==> src/rtl/fetch_stage_if.sv <==
// Fetch-stage bundle: control from hazard/EX, imem request/response port, IF/ID outputs.
// master is the fetch stage; slave is the surrounding pipeline and instruction memory.
interface fetch_stage_if;
   logic        stall;
   logic        redirect_valid;
   logic [63:0] redirect_pc;

   logic        imem_req_valid;
   logic        imem_req_ready;
   logic [63:0] imem_req_addr;
   logic        imem_resp_valid;
   logic [31:0] imem_resp_data;

   logic        ifid_valid;
   logic [63:0] ifid_pc;
   logic [31:0] ifid_instr;

   modport master (
      input  stall, redirect_valid, redirect_pc,
      input  imem_req_ready, imem_resp_valid, imem_resp_data,
      output imem_req_valid, imem_req_addr,
      output ifid_valid, ifid_pc, ifid_instr
   );

   modport slave (
      output stall, redirect_valid, redirect_pc,
      output imem_req_ready, imem_resp_valid, imem_resp_data,
      input  imem_req_valid, imem_req_addr,
      input  ifid_valid, ifid_pc, ifid_instr
   );
endinterface

==> src/rtl/fetch_stage.sv <==
// RV64I instruction fetch + IF/ID register: 2-credit imem requests, 2-entry fetch queue.
// Latency accept->IF/ID 2 cycles on 1-cycle memory; stall holds IF/ID while credits throttle requests.
module fetch_stage #(
   parameter logic [63:0] RESET_PC  = 64'h0000_0000_8000_0000,
   parameter logic [31:0] NOP_INSTR = 32'h0000_0013
) (
   input  logic           clk,
   input  logic           rst_n,
   fetch_stage_if.master  bus
);

   logic [63:0] pc;
   logic [1:0]  out_cnt;
   logic [1:0]  drop_cnt;

   // Addresses of outstanding requests; occupancy always equals out_cnt.
   logic [63:0] pcf [2];
   logic        pf_wr;
   logic        pf_rd;

   logic [63:0] q_pc    [2];
   logic [31:0] q_instr [2];
   logic        q_wr;
   logic        q_rd;
   logic [1:0]  q_cnt;

   logic        ifid_valid_q;
   logic [63:0] ifid_pc_q;
   logic [31:0] ifid_instr_q;

   logic [2:0]  occ;
   logic        req_vld;
   logic        req_fire;
   logic        resp_vld;
   logic [63:0] resp_pc;
   logic        resp_keep;
   logic        ifid_load;
   logic        bypass;
   logic        q_push;
   logic        q_pop;

   always_comb begin
      occ       = {1'b0, out_cnt} + {1'b0, q_cnt};
      req_vld   = rst_n && !bus.redirect_valid && (occ < 3'd2);
      req_fire  = req_vld && bus.imem_req_ready;
      resp_vld  = bus.imem_resp_valid;
      resp_pc   = pcf[pf_rd];
      resp_keep = resp_vld && (drop_cnt == 2'd0) && !bus.redirect_valid;
      ifid_load = !bus.stall && !bus.redirect_valid;
      q_pop     = ifid_load && (q_cnt != 2'd0);
      bypass    = resp_keep && (q_cnt == 2'd0) && ifid_load;
      q_push    = resp_keep && !bypass;
   end

   assign bus.imem_req_valid = req_vld;
   assign bus.imem_req_addr  = pc;
   assign bus.ifid_valid     = ifid_valid_q;
   assign bus.ifid_pc        = ifid_pc_q;
   assign bus.ifid_instr     = ifid_instr_q;

   // Storage arrays carry no reset; their pointers and counts do.
   always_ff @(posedge clk) begin
      if (req_fire) begin
         pcf[pf_wr] <= pc;
      end
      if (q_push) begin
         q_pc[q_wr]    <= resp_pc;
         q_instr[q_wr] <= bus.imem_resp_data;
      end
   end

   always_ff @(posedge clk) begin
      if (!rst_n) begin
         pc           <= RESET_PC;
         out_cnt      <= 2'd0;
         drop_cnt     <= 2'd0;
         pf_wr        <= 1'b0;
         pf_rd        <= 1'b0;
         q_wr         <= 1'b0;
         q_rd         <= 1'b0;
         q_cnt        <= 2'd0;
         ifid_valid_q <= 1'b0;
         ifid_pc_q    <= 64'd0;
         ifid_instr_q <= NOP_INSTR;
      end else begin
         if (req_fire) begin
            pf_wr <= ~pf_wr;
         end
         if (resp_vld) begin
            pf_rd <= ~pf_rd;
         end
         out_cnt <= out_cnt + {1'b0, req_fire} - {1'b0, resp_vld};

         if (bus.redirect_valid) begin
            // Stale requests stay in the PC FIFO and are popped by their responses.
            pc           <= bus.redirect_pc & ~64'h3;
            drop_cnt     <= out_cnt - {1'b0, resp_vld};
            q_cnt        <= 2'd0;
            q_wr         <= 1'b0;
            q_rd         <= 1'b0;
            ifid_valid_q <= 1'b0;
            ifid_instr_q <= NOP_INSTR;
         end else begin
            if (req_fire) begin
               pc <= pc + 64'd4;
            end
            if (resp_vld && (drop_cnt != 2'd0)) begin
               drop_cnt <= drop_cnt - 2'd1;
            end
            if (q_push) begin
               q_wr <= ~q_wr;
            end
            if (q_pop) begin
               q_rd <= ~q_rd;
            end
            q_cnt <= q_cnt + {1'b0, q_push} - {1'b0, q_pop};

            if (ifid_load) begin
               if (q_cnt != 2'd0) begin
                  ifid_valid_q <= 1'b1;
                  ifid_pc_q    <= q_pc[q_rd];
                  ifid_instr_q <= q_instr[q_rd];
               end else if (bypass) begin
                  ifid_valid_q <= 1'b1;
                  ifid_pc_q    <= resp_pc;
                  ifid_instr_q <= bus.imem_resp_data;
               end else begin
                  ifid_valid_q <= 1'b0;
                  ifid_instr_q <= NOP_INSTR;
               end
            end
         end
      end
   end

   a_resp_has_req: assert property (@(posedge clk) disable iff (!rst_n)
      bus.imem_resp_valid |-> (out_cnt != 2'd0));

   a_credit_bound: assert property (@(posedge clk) disable iff (!rst_n)
      occ <= 3'd2);

endmodule

==> src/flat_wrapper.sv <==
// flat-port wrapper written by rule: the top's interface ports become plain ports
module fetch_stage_flat 
#(
   parameter logic [63:0] RESET_PC  = 64'h0000_0000_8000_0000,
   parameter logic [31:0] NOP_INSTR = 32'h0000_0013
)
  (clk, rst_n, bus_stall, bus_redirect_valid, bus_redirect_pc, bus_imem_req_ready, bus_imem_resp_valid, bus_imem_resp_data, bus_imem_req_valid, bus_imem_req_addr, bus_ifid_valid, bus_ifid_pc, bus_ifid_instr);
  fetch_stage_if bus_i ();
  input  logic clk;
  input  logic rst_n;
  input wire logic [$bits(bus_i.stall)-1:0] bus_stall;
  input wire logic [$bits(bus_i.redirect_valid)-1:0] bus_redirect_valid;
  input wire logic [$bits(bus_i.redirect_pc)-1:0] bus_redirect_pc;
  input wire logic [$bits(bus_i.imem_req_ready)-1:0] bus_imem_req_ready;
  input wire logic [$bits(bus_i.imem_resp_valid)-1:0] bus_imem_resp_valid;
  input wire logic [$bits(bus_i.imem_resp_data)-1:0] bus_imem_resp_data;
  output wire logic [$bits(bus_i.imem_req_valid)-1:0] bus_imem_req_valid;
  output wire logic [$bits(bus_i.imem_req_addr)-1:0] bus_imem_req_addr;
  output wire logic [$bits(bus_i.ifid_valid)-1:0] bus_ifid_valid;
  output wire logic [$bits(bus_i.ifid_pc)-1:0] bus_ifid_pc;
  output wire logic [$bits(bus_i.ifid_instr)-1:0] bus_ifid_instr;
  assign bus_i.stall = bus_stall;
  assign bus_i.redirect_valid = bus_redirect_valid;
  assign bus_i.redirect_pc = bus_redirect_pc;
  assign bus_i.imem_req_ready = bus_imem_req_ready;
  assign bus_i.imem_resp_valid = bus_imem_resp_valid;
  assign bus_i.imem_resp_data = bus_imem_resp_data;
  assign bus_imem_req_valid = bus_i.imem_req_valid;
  assign bus_imem_req_addr = bus_i.imem_req_addr;
  assign bus_ifid_valid = bus_i.ifid_valid;
  assign bus_ifid_pc = bus_i.ifid_pc;
  assign bus_ifid_instr = bus_i.ifid_instr;
  fetch_stage #(.RESET_PC(RESET_PC), .NOP_INSTR(NOP_INSTR)) u_core (.clk(clk), .rst_n(rst_n), .bus(bus_i));
endmodule
==> config.mk <==
export PLATFORM = sky130hd
export DESIGN_NAME = fetch_stage_flat
export DESIGN_NICKNAME = d
export VERILOG_FILES = /design/src/rtl/fetch_stage_if.sv /design/src/rtl/fetch_stage.sv /design/src/flat_wrapper.sv
export SDC_FILE = /design/constraint.sdc
export NUM_CORES = 1
export LEC_CHECK = 0
export CAP_MARGIN = 5
export CORE_UTILIZATION = 34
export CTS_CLUSTER_SIZE = 14
export DETAILED_ROUTE_END_ITERATION = 8
export SYNTH_ARGS = -nofsm -noshare
export SYNTH_HDL_FRONTEND = slang
export SYNTH_SLANG_ARGS = --single-unit
==> constraint.sdc <==
create_clock -name clk -period 32.5 [get_ports clk]
set_clock_uncertainty 0.15 [all_clocks]
set_input_delay 6.5 -clock clk [delete_from_list [all_inputs] [get_ports clk]]
set_output_delay 6.5 -clock clk [all_outputs]
set_load 0.01 [all_outputs]
==> results.txt, run 1 <==
----------------------------------------------------
[Outcome]
  Outcome ... completed

[Setup path]
  Worst reg2reg path endpoint ... u_core.bus.imem_req_addr[37]
  Cells on worst reg2reg path ... 10
  Startpoint of the lowest-slack register-to-register path ... u_core.q_cnt[0]
  Element type at the critical path end ... primary output
  Setup slack of the worst register-to-register path ... around 29 ns
  Critical Path RT ... 25.85 ns
  Setup Crit Path Kind ... input port to primary output
  Worst Path Arrival ... around 9.0 ns
  Max Fanout on Critical Path ... slightly above 40
  Critical path startpoint category ... input port
  Start point of the critical path ... rst_n

[Worst hold path]
  Hold_sp ... u_core.bus.ifid_valid
  Classification of the worst-slack hold path ... flip-flop to flip-flop
  Number of instances on the worst hold path ... 2
  End point of the worst hold path ... u_core.bus.ifid_valid

[STA]
  Highest clock rate ... about 0.064 GHz
  Final setup violation count ... 0
  Sum Neg Setup Slack ... 0 ns
  Hold violation count in the final report ... 0
  Min Hold Slack ... approximately 0.31 ns
  Final period demand of the worst path ... ~16 ns
  Unrepaired setup endpoints after global routing ... no
  Fin. max-slew vios ... 0
  Slew HR ... between 20 and 30%
  Worst-margin pin slew ... 1.08 ns
  Fin crit share ... about half

[Clocking]
  Sinks on the clock net ... between 400 and 500
  Buffers inserted during post-CTS setup optimization ... 0
  Cts repair resizes ... 0
  Cts hold-fix bufs ... 0
  Max H-tree Level ... 2
  Root buffer cell ... sky130_fd_sc_hd__clkbuf_16
  Clock transition at the register clock pins on the worst setup and hold paths after CTS ... roughly 0.060 ns
  Clock latency on the worst-skew pair ... approximately 0.58 ns
  Clock buffers created by TritonCTS ... 50
  Clock tree from TritonCTS ... built
  Max Buffers Root-to-Sink ... 3

[Floorplan]
  Floorplan die height ... 240 µm
  Effective utilization at floorplan ... 34.6%
  Total Die Area ... about 57000 µm²
  Number of rows in the core area ... 86
  Core Area ... between 50000 and 60000 µm²
  Width of the die ... approximately 240 µm
  I/O Pins ... approximately 260

[Placed design]
  Placed inst area ... 22500 µm²
  Port Buffers ... approximately 260
  HPWL Detailed ... around 33000 µm
  Final weighted congestion in routability-driven placement ... 0.760

[Route]
  DRC marker count from the first detailed-route iteration ... 885
  First-pass iteration count of the detailed router ... 8
  ANT nets after route ... 0
  Wire length per cell ... 21.1 µm
  Via Count ... approximately 13000
  Wire length reported by the detailed router ... ~53000 µm
  Via-per-instance ratio ... around 5.2
  DRC violation count after routing ... 0

[Yosys]
  Top post-synthesis cells by area ... sky130_fd_sc_hd__edfxtp_1, sky130_fd_sc_hd__dfxtp_1, sky130_fd_sc_hd__mux2_2, sky130_fd_sc_hd__nor2_1, sky130_fd_sc_hd__mux2i_1
  Number of enable-type register cells in the synthesized netlist ... between 300 and 400
  Cell with the most instances after synthesis ... sky130_fd_sc_hd__edfxtp_1
  Synth async-reset ratio ... 0%
  Synthesized flop and latch total ... between 400 and 500
  Cell taking the most area after synthesis ... sky130_fd_sc_hd__edfxtp_1
  Mapped Cells ... around 1500
  Mapped Area ... 19200 µm²
  Post-synth top cells ... sky130_fd_sc_hd__edfxtp_1, sky130_fd_sc_hd__nor2_1, sky130_fd_sc_hd__dfxtp_1
  Proportion of netlist area held by the largest area contributor ... 48.8%
  Fraction of the yosys area taken by sequential cells ... 66.4%
  Number of different library cells in the post-synthesis netlist ... 59
  Syn. warnings ... 0
  Synthesized area per cell ... between 10 and 15 µm²
  Post-synth top flop ... sky130_fd_sc_hd__edfxtp_1

[Power]
  Leakage power ... between 7 and 8 nW
  PD cells ... approximately 57 nW/µm²
  Worst VDD drop ... about 0.036 mV

[Final layout]
  Area Growth Syn to Fin ... 25.5%
  Share of final-layout standard cells stronger than drive strength 1 ... ~12%
  Final Instance Area ... ~24000 µm²
  Total number of nets in the final design ... 1848

[GRT]
  GRT Resource Usage Total ... a little under a fifth
  Initial antenna violation count ... 4
  First-pass GRT wire length ... a little under 80000 µm
  Sum of overflow across all layers after global routing ... 0
  Vias in the first global route ... between 10000 and 15000
  Maximum number of pins on one net before global-route repair ... just over 70

[Run]
  Max cap viols ... 0

----------------------------------------------------
metal layers:
layer  global-route usage (%)  routed length, µm  vias up
li1                         -                  -     6169
met1                     24.4              23400     6535
met2                     30.0              25600      434
met3                     3.07               3110       83
met4                     6.60               1300        4
met5                        0                 25        -
state kept, by name (all words and copies together) (netlist names), 2 cells and up, named ones only:
name	flops
u_core.bus.imem_req_addr	62
u_core.q_instr	64
u_core.drop_cnt	2
u_core.q_cnt	2
u_core.bus.ifid_pc	62
u_core.pcf	124
u_core.out_cnt	2
u_core.q_pc	124
u_core.bus.ifid_instr	32
where the power goes:
group,switching (W),internal (W),total (W)
registers,0.0000203,0.000677,0.000697
logic,0.0000625,0.0000527,0.000115
clock network,0.000235,0.000322,0.000558
critical path, cell delays in order:
cell and delay [ns]:
sky130_fd_sc_hd__clkdlybuf4s50_1 0.45, sky130_fd_sc_hd__buf_4 0.39, sky130_fd_sc_hd__nand2b_2 0.65, sky130_fd_sc_hd__nor3_1 0.33
sky130_fd_sc_hd__clkdlybuf4s50_1 0.65
cell type report:
type | count | area, µm²
tap | 748 | 936
antenna | 2 | 5.00
timing repair buffer | 273 | 2690
clock inverter | 24 | 169
sequential | 481 | 12800
fill | 5089 | 31400
multi-input combinational | 920 | 6070
inverter | 15 | 58.8
clock buffer | 70 | 1430
through the flow:
step | instances | worst slack (ns) | total power [W] | utilization [%]
detailed placement | 2437 | 16.78 | 0.000827 | 40.5
CTS | 2531 | 16.78 | 0.00139 | 43.4
global route | 2533 | 16.77 | 0.00142 | 43.4
floorplan | 1518 | 15.48 | 0.000768 | -
global placement | 2437 | 16.76 | 0.000824 | 40.5
finish | 2533 | 16.84 | 0.00137 | 43.4
placed cells by master (no fill, tap or decap), types with 30 or more instances in the layout:
master / synthesis / routed
sky130_fd_sc_hd__xnor2_1: 33 / 33
sky130_fd_sc_hd__a222oi_1: 30 / 30
sky130_fd_sc_hd__clkdlybuf4s50_1: 0 / 256
sky130_fd_sc_hd__dfxtp_1: 169 / 167
sky130_fd_sc_hd__edfxtp_1: 312 / 312
sky130_fd_sc_hd__nor2_1: 209 / 206
sky130_fd_sc_hd__a21oi_1: 101 / 101
sky130_fd_sc_hd__nand2_1: 61 / 60
sky130_fd_sc_hd__mux2i_1: 66 / 66
sky130_fd_sc_hd__mux2_2: 92 / 92
sky130_fd_sc_hd__a211oi_1: 67 / 67
sky130_fd_sc_hd__clkbuf_16: 0 / 53
kinds of logic (layout without fill, tap and decap cells):
kind of cell / after synthesis / count (layout) / share of synthesized area, %
buffers and inverters: 117 / 382 / 2.37
adders and majority gates: 5 / 5 / 0.365
DFF: 481 / 481 / 66.4
and+or+nand+nor: 414 / 414 / 9.93
AOI/OAI and AO/OA: 303 / 303 / 10.5
xor gates and xnor gates: 36 / 36 / 1.64
other: 1 / 6 / 0.0195
muxes: 158 / 158 / 8.83
how the worst max path moves through the flow:
stage	end	slack, ns	cells after the start
2_1_floorplan	u_core.q_instr[0][0]	15.48	4
3_3_place_gp	bus_imem_req_valid	16.76	5
3_5_place_dp	bus_imem_req_valid	16.78	5
4_1_cts	bus_imem_req_valid	16.78	5
5_1_grt	bus_imem_req_valid	16.77	5
6_report	bus_imem_req_valid	16.84	5
(Power assumes the default switching activity.)
==> run 2: changes to the inputs <==
- clock period: 32.5 -> 15.3 ns (I/O delays scaled with it)
==> results.txt, run 2 (same netlist as run 1, synthesis figures left out) <==
----------------------------------------------------
[Final layout]
  Number of fill cells in the layout ... 5176
  Leading registers by flop count ... u_core.pcf (124), u_core.q_pc (124), u_core.q_instr (64)
  Register cell area after layout ... about 13000 µm²
  Area Growth Syn to Fin ... 25.8%
  Combined area of the multi-input logic cells ... just over 6000 µm²
  Commonest cells after routing, fill and taps aside ... sky130_fd_sc_hd__edfxtp_1, sky130_fd_sc_hd__clkdlybuf4s50_1, sky130_fd_sc_hd__nor2_1, sky130_fd_sc_hd__dfxtp_1, sky130_fd_sc_hd__a21oi_1
  Final Instance Area ... about 24000 µm²
  Commonest non-fill, non-tap cell in the layout ... sky130_fd_sc_hd__edfxtp_1
  Share of final-layout standard cells stronger than drive strength 1 ... 12.0%
  Total number of nets in the final design ... roughly 1900

[GRT]
  Vias in the first global route ... approximately 13000
  Sum of overflow across all layers after global routing ... 0
  Initial antenna violation count ... 4
  First-pass GRT wire length ... between 70000 and 80000 µm
  Maximum number of pins on one net before global-route repair ... 73
  GRT Resource Usage Total ... 18.4%

[STA]
  Highest clock rate ... ~0.11 GHz
  Hold violation count in the final report ... 0
  Fin. max-slew vios ... 0
  Min Hold Slack ... ~0.3 ns
  Worst-margin pin slew ... 1.07 ns
  Final setup violation count ... 0
  Unrepaired setup endpoints after global routing ... no
  Sum Neg Setup Slack ... 0 ns
  Fin crit share ... between 50 and 60%
  Final period demand of the worst path ... a little under 9 ns
  Slew HR ... between 20% and 30%

[Setup path]
  Max Fanout on Critical Path ... 41
  Critical path startpoint category ... input port
  Setup Crit Path Kind ... input port to primary output
  Worst Path Arrival ... 5.54 ns
  Critical Path RT ... 12.09 ns
  Setup slack of the worst register-to-register path ... around 11 ns
  Element type at the critical path end ... primary output

[Route]
  Wire length reported by the detailed router ... around 54000 µm
  Via-per-instance ratio ... about 5.2
  Via Count ... approximately 13000
  First-pass iteration count of the detailed router ... 5
  Wire length per cell ... ~21 µm
  ANT nets after route ... 0
  DRC violation count after routing ... 0
  DRC marker count from the first detailed-route iteration ... between 900 and 1000

[Placed design]
  Placed inst area ... approximately 23000 µm²
  Port Buffers ... 257
  HPWL Detailed ... about 33000 µm
  Final weighted congestion in routability-driven placement ... approximately 0.77

[Clocking]
  Clock latency on the worst-skew pair ... between 0.5 and 0.6 ns
  Buffers inserted during post-CTS setup optimization ... 0
  Max H-tree Level ... 2
  Cts repair resizes ... 0
  Cts hold-fix bufs ... 0
  Clock buffers created by TritonCTS ... slightly above 50
  Clock tree from TritonCTS ... built
  Root buffer cell ... sky130_fd_sc_hd__clkbuf_16
  Clock transition at the register clock pins on the worst setup and hold paths after CTS ... about 0.06 ns
  Max Buffers Root-to-Sink ... 3
  Sinks on the clock net ... 481

[Floorplan]
  Width of the die ... approximately 240 µm
  I/O Pins ... around 260
  Core Area ... approximately 56000 µm²
  Total Die Area ... approximately 57000 µm²
  Effective utilization at floorplan ... 34.6%
  Floorplan die height ... 240 µm
  Number of rows in the core area ... 86

[Power]
  Combinational Power Share ... between 8 and 9%
  Leakage power ... 7.78 nW
  Net Sw Frac ... 23.3%
  PD cells ... ~120 nW/µm²
  Switching power ... just under 0.0007 W
  Part of the power in the clock network ... roughly two fifths
  Internal power consumption ... 0.00225 W
  Sequential power share ... 50.4%
  Worst VDD drop ... approximately 0.081 mV

[Outcome]
  Outcome ... completed

[Worst hold path]
  Classification of the worst-slack hold path ... flip-flop to flip-flop

[Run]
  Max cap viols ... 0

----------------------------------------------------
-- run 2: metal layers --
metal / wire length (µm) / vias to the layer above / track usage [%] / share of wire, %
li1: - / 6169 / - / -
met1: 23600 / 6589 / 24.6 / 44
met5: 24 / - / 0 / 0.045
met3: 2880 / 75 / 3.12 / 5.4
met2: 26000 / 365 / 30.3 / 49
met4: 1150 / 4 / 6.04 / 2.1
-- run 2: area by class of cell --
cell class,instances,share of cell area [%]
antenna,2,0.0207
clock buffer,73,6.08
clock inverter,23,0.766
inverter,15,0.243
multi-input combinational,920,25.1
sequential,481,52.8
tap,748,3.87
timing repair buffer,274,11.1
-- run 2: worst max-delay path, cell delays in order --
cell and delay (ns):
sky130_fd_sc_hd__clkdlybuf4s50_1 0.47, sky130_fd_sc_hd__buf_4 0.37, sky130_fd_sc_hd__nand2b_2 0.65, sky130_fd_sc_hd__nor3_1 0.34, sky130_fd_sc_hd__clkdlybuf4s50_1 0.64
-- run 2: power groups by stage --
stage               registers (W)  logic (W)  clock network [W]
finish                    0.00148   0.000246            0.00121
global route              0.00149   0.000266            0.00130
CTS                       0.00148   0.000249            0.00124
detailed placement        0.00151   0.000247                  0
global placement          0.00151   0.000243                  0
floorplan                 0.00150   0.000128                  0
-- run 2: final timing paths --
kind | cells after the start | endpoint | start
worst min-delay path | 2 | u_core.bus.ifid_instr[0] | u_core.bus.ifid_instr[0]
worst max register to register | 7 | u_core.pcf[0][23] | u_core.q_cnt[0]
worst min register to register | 2 | u_core.bus.ifid_instr[0] | u_core.bus.ifid_instr[0]
worst max-delay path | 5 | bus_imem_req_valid | rst_n
-- run 2: metrics by stage --
step	utilization [%]	setup slack (ns)	total power, W	cells
4_1_cts	43.5	6.48	0.00297	2534
5_1_grt	43.5	6.37	0.00305	2536
2_1_floorplan	-	1.72	0.00163	1518
3_3_place_gp	40.6	6.46	0.00175	2438
3_5_place_dp	40.6	6.48	0.00176	2438
6_report	43.5	6.55	0.00294	2536
==> run 3: changes to the inputs <==
- clock period: 15.3 -> 8.4 ns (I/O delays scaled with it)
==> results.txt, run 3 (same netlist as run 1, synthesis figures left out) <==
----------------------------------------------------
[Run]
  Max cap viols ... 0

[Final layout]
  Non-filler instance count after layout ... between 2000 and 3000
  Leading registers by flop count ... u_core.pcf (124), u_core.q_pc (124), u_core.q_instr (64)
  Number of fill cells in the layout ... ~5100
  Fraction of the core area covered by cells at the end of the flow ... ~44%
  Area Growth Syn to Fin ... 27.1%
  Commonest cells after routing, fill and taps aside ... sky130_fd_sc_hd__edfxtp_1, sky130_fd_sc_hd__clkdlybuf4s50_1, sky130_fd_sc_hd__nor2_1, sky130_fd_sc_hd__dfxtp_1, sky130_fd_sc_hd__a21oi_1
  Share of final-layout standard cells stronger than drive strength 1 ... around an eighth
  Total number of nets in the final design ... roughly 1900
  Commonest non-fill, non-tap cell in the layout ... sky130_fd_sc_hd__edfxtp_1

[Placed design]
  Instance count after placement with tap cells included ... 2440
  HPWL Detailed ... 32500 µm
  Final weighted congestion in routability-driven placement ... 0.776
  Port Buffers ... about 260

[Setup path]
  Cells on worst reg2reg path ... 10
  Startpoint of the lowest-slack register-to-register path ... u_core.q_cnt[0]
  Worst Path Arrival ... between 3 and 4 ns
  Worst reg2reg path endpoint ... u_core.bus.imem_req_addr[37]
  Critical Path RT ... between 6 and 7 ns
  Element type at the critical path end ... primary output
  Critical path startpoint category ... input port
  Setup slack of the worst register-to-register path ... between 4 and 5 ns
  Max Fanout on Critical Path ... 41
  Setup Crit Path Kind ... input port to primary output

[GRT]
  Initial antenna violation count ... 1
  Maximum number of pins on one net before global-route repair ... 90
  Vias in the first global route ... ~13000
  First-pass GRT wire length ... a little under 80000 µm
  Sum of overflow across all layers after global routing ... 0
  GRT Resource Usage Total ... 17.9%

[Floorplan]
  Floorplan die height ... around 240 µm
  Total Die Area ... 57500 µm²
  Width of the die ... between 200 and 250 µm
  Number of rows in the core area ... between 80 and 90
  Effective utilization at floorplan ... between 30% and 40%
  Core Area ... 55500 µm²
  I/O Pins ... between 200 and 300

[Power]
  Net Sw Frac ... between 20% and 30%
  Part of the power in the clock network ... about 44%
  Worst VDD drop ... roughly 0.15 mV
  Combinational Power Share ... around 8.0%
  Switching power ... around 0.0013 W
  Leakage power ... slightly below 8 nW
  Power, Total ... 0.00561 W
  Internal power consumption ... between 0.004 and 0.005 W
  PD cells ... between 200 and 250 nW/µm²
  Sequential power share ... between 40% and 50%

[Worst hold path]
  Number of instances on the worst hold path ... 2
  Hold_sp ... u_core.bus.ifid_valid
  Classification of the worst-slack hold path ... flip-flop to flip-flop
  End point of the worst hold path ... u_core.bus.ifid_valid

[Route]
  DRC marker count from the first detailed-route iteration ... 880
  Via Count ... around 13000
  Via-per-instance ratio ... 5.16
  ANT nets after route ... 0
  DRC violation count after routing ... 0
  First-pass iteration count of the detailed router ... 8
  Wire length per cell ... 20.5 µm
  Wire length reported by the detailed router ... 52000 µm

[STA]
  Slew HR ... between 20% and 30%
  Final setup violation count ... 0
  Fin crit share ... between 60% and 70%
  Highest clock rate ... ~0.18 GHz
  Fin. max-slew vios ... 0
  Worst-margin pin slew ... 1.16 ns
  Unrepaired setup endpoints after global routing ... no
  Sum Neg Setup Slack ... 0 ns
  Final period demand of the worst path ... 5.53 ns
  Hold violation count in the final report ... 0

[Clocking]
  Max Buffers Root-to-Sink ... 3
  Clock latency on the worst-skew pair ... 0.61 ns
  Max H-tree Level ... 2
  Cts hold-fix bufs ... 0
  Clock buffers created by TritonCTS ... 52
  Cts repair resizes ... 0
  Clock transition at the register clock pins on the worst setup and hold paths after CTS ... approximately 0.060 ns
  Clock tree from TritonCTS ... built
  Sinks on the clock net ... roughly 480
  Buffers inserted during post-CTS setup optimization ... 0
  Root buffer cell ... sky130_fd_sc_hd__clkbuf_16

[Outcome]
  Outcome ... completed

----------------------------------------------------
[run 3: layout make-up]
class / instances / area, µm² / share of cell area, %
sequential: 481 / 12800 / 52.2
multi-input combinational: 920 / 6070 / 24.9
timing repair buffer: 276 / 2710 / 11.1
clock buffer: 78 / 1620 / 6.65
tap: 748 / 936 / 3.83
clock inverter: 20 / 270 / 1.11
inverter: 15 / 58.8 / 0.241
antenna: 1 / 2.50 / 0.0102
[run 3: through the flow]
stage	hold WS, ns	cell area [µm²]	worst slack, ns
global route	0.338	24400	2.77
CTS	0.309	24400	2.84
finish	0.307	24400	2.87
detailed placement	0.294	22500	2.82
global placement	0.297	22500	2.82
floorplan	0.330	19200	0.205
[run 3: worst max-delay path by stage]
stage                                  start              endpoint  slack (ns)  cells after the start
after CTS                              rst_n    bus_imem_req_valid        2.84                      6
after floorplan           bus_redirect_valid  u_core.q_instr[0][0]        0.20                      4
after global routing                   rst_n    bus_imem_req_valid        2.77                      6
final                                  rst_n    bus_imem_req_valid        2.87                      6
after detailed placement           bus_stall    u_core.q_pc[1][26]        2.82                      6
after global placement                 rst_n    bus_imem_req_valid        2.82                      6
[run 3: power by group through the flow]
stage          clock, W  sequential (W)  combinational (W)
6_report        0.00247         0.00269           0.000452
5_1_grt         0.00261         0.00270           0.000493
4_1_cts         0.00252         0.00269           0.000460
3_5_place_dp          0         0.00274           0.000456
3_3_place_gp          0         0.00274           0.000450
2_1_floorplan         0         0.00273           0.000233
[run 3: worst max-delay path, cell delays in order]
cell	delay (ns)
sky130_fd_sc_hd__clkdlybuf4s50_1	0.45
sky130_fd_sc_hd__buf_4	0.34
sky130_fd_sc_hd__nand2b_2	0.08
sky130_fd_sc_hd__buf_4	0.29
sky130_fd_sc_hd__nor3_1	0.19
sky130_fd_sc_hd__clkdlybuf4s50_1	0.64
[run 3: metal layers]
metal / share of wire (%) / global-route usage [%] / vias to the layer above
met5: 0 / 0 / -
met4: 2.7 / 6.08 / 0
met3: 6.0 / 3.18 / 86
met2: 46 / 28.5 / 411
met1: 45 / 24.6 / 6432
li1: - / - / 6170
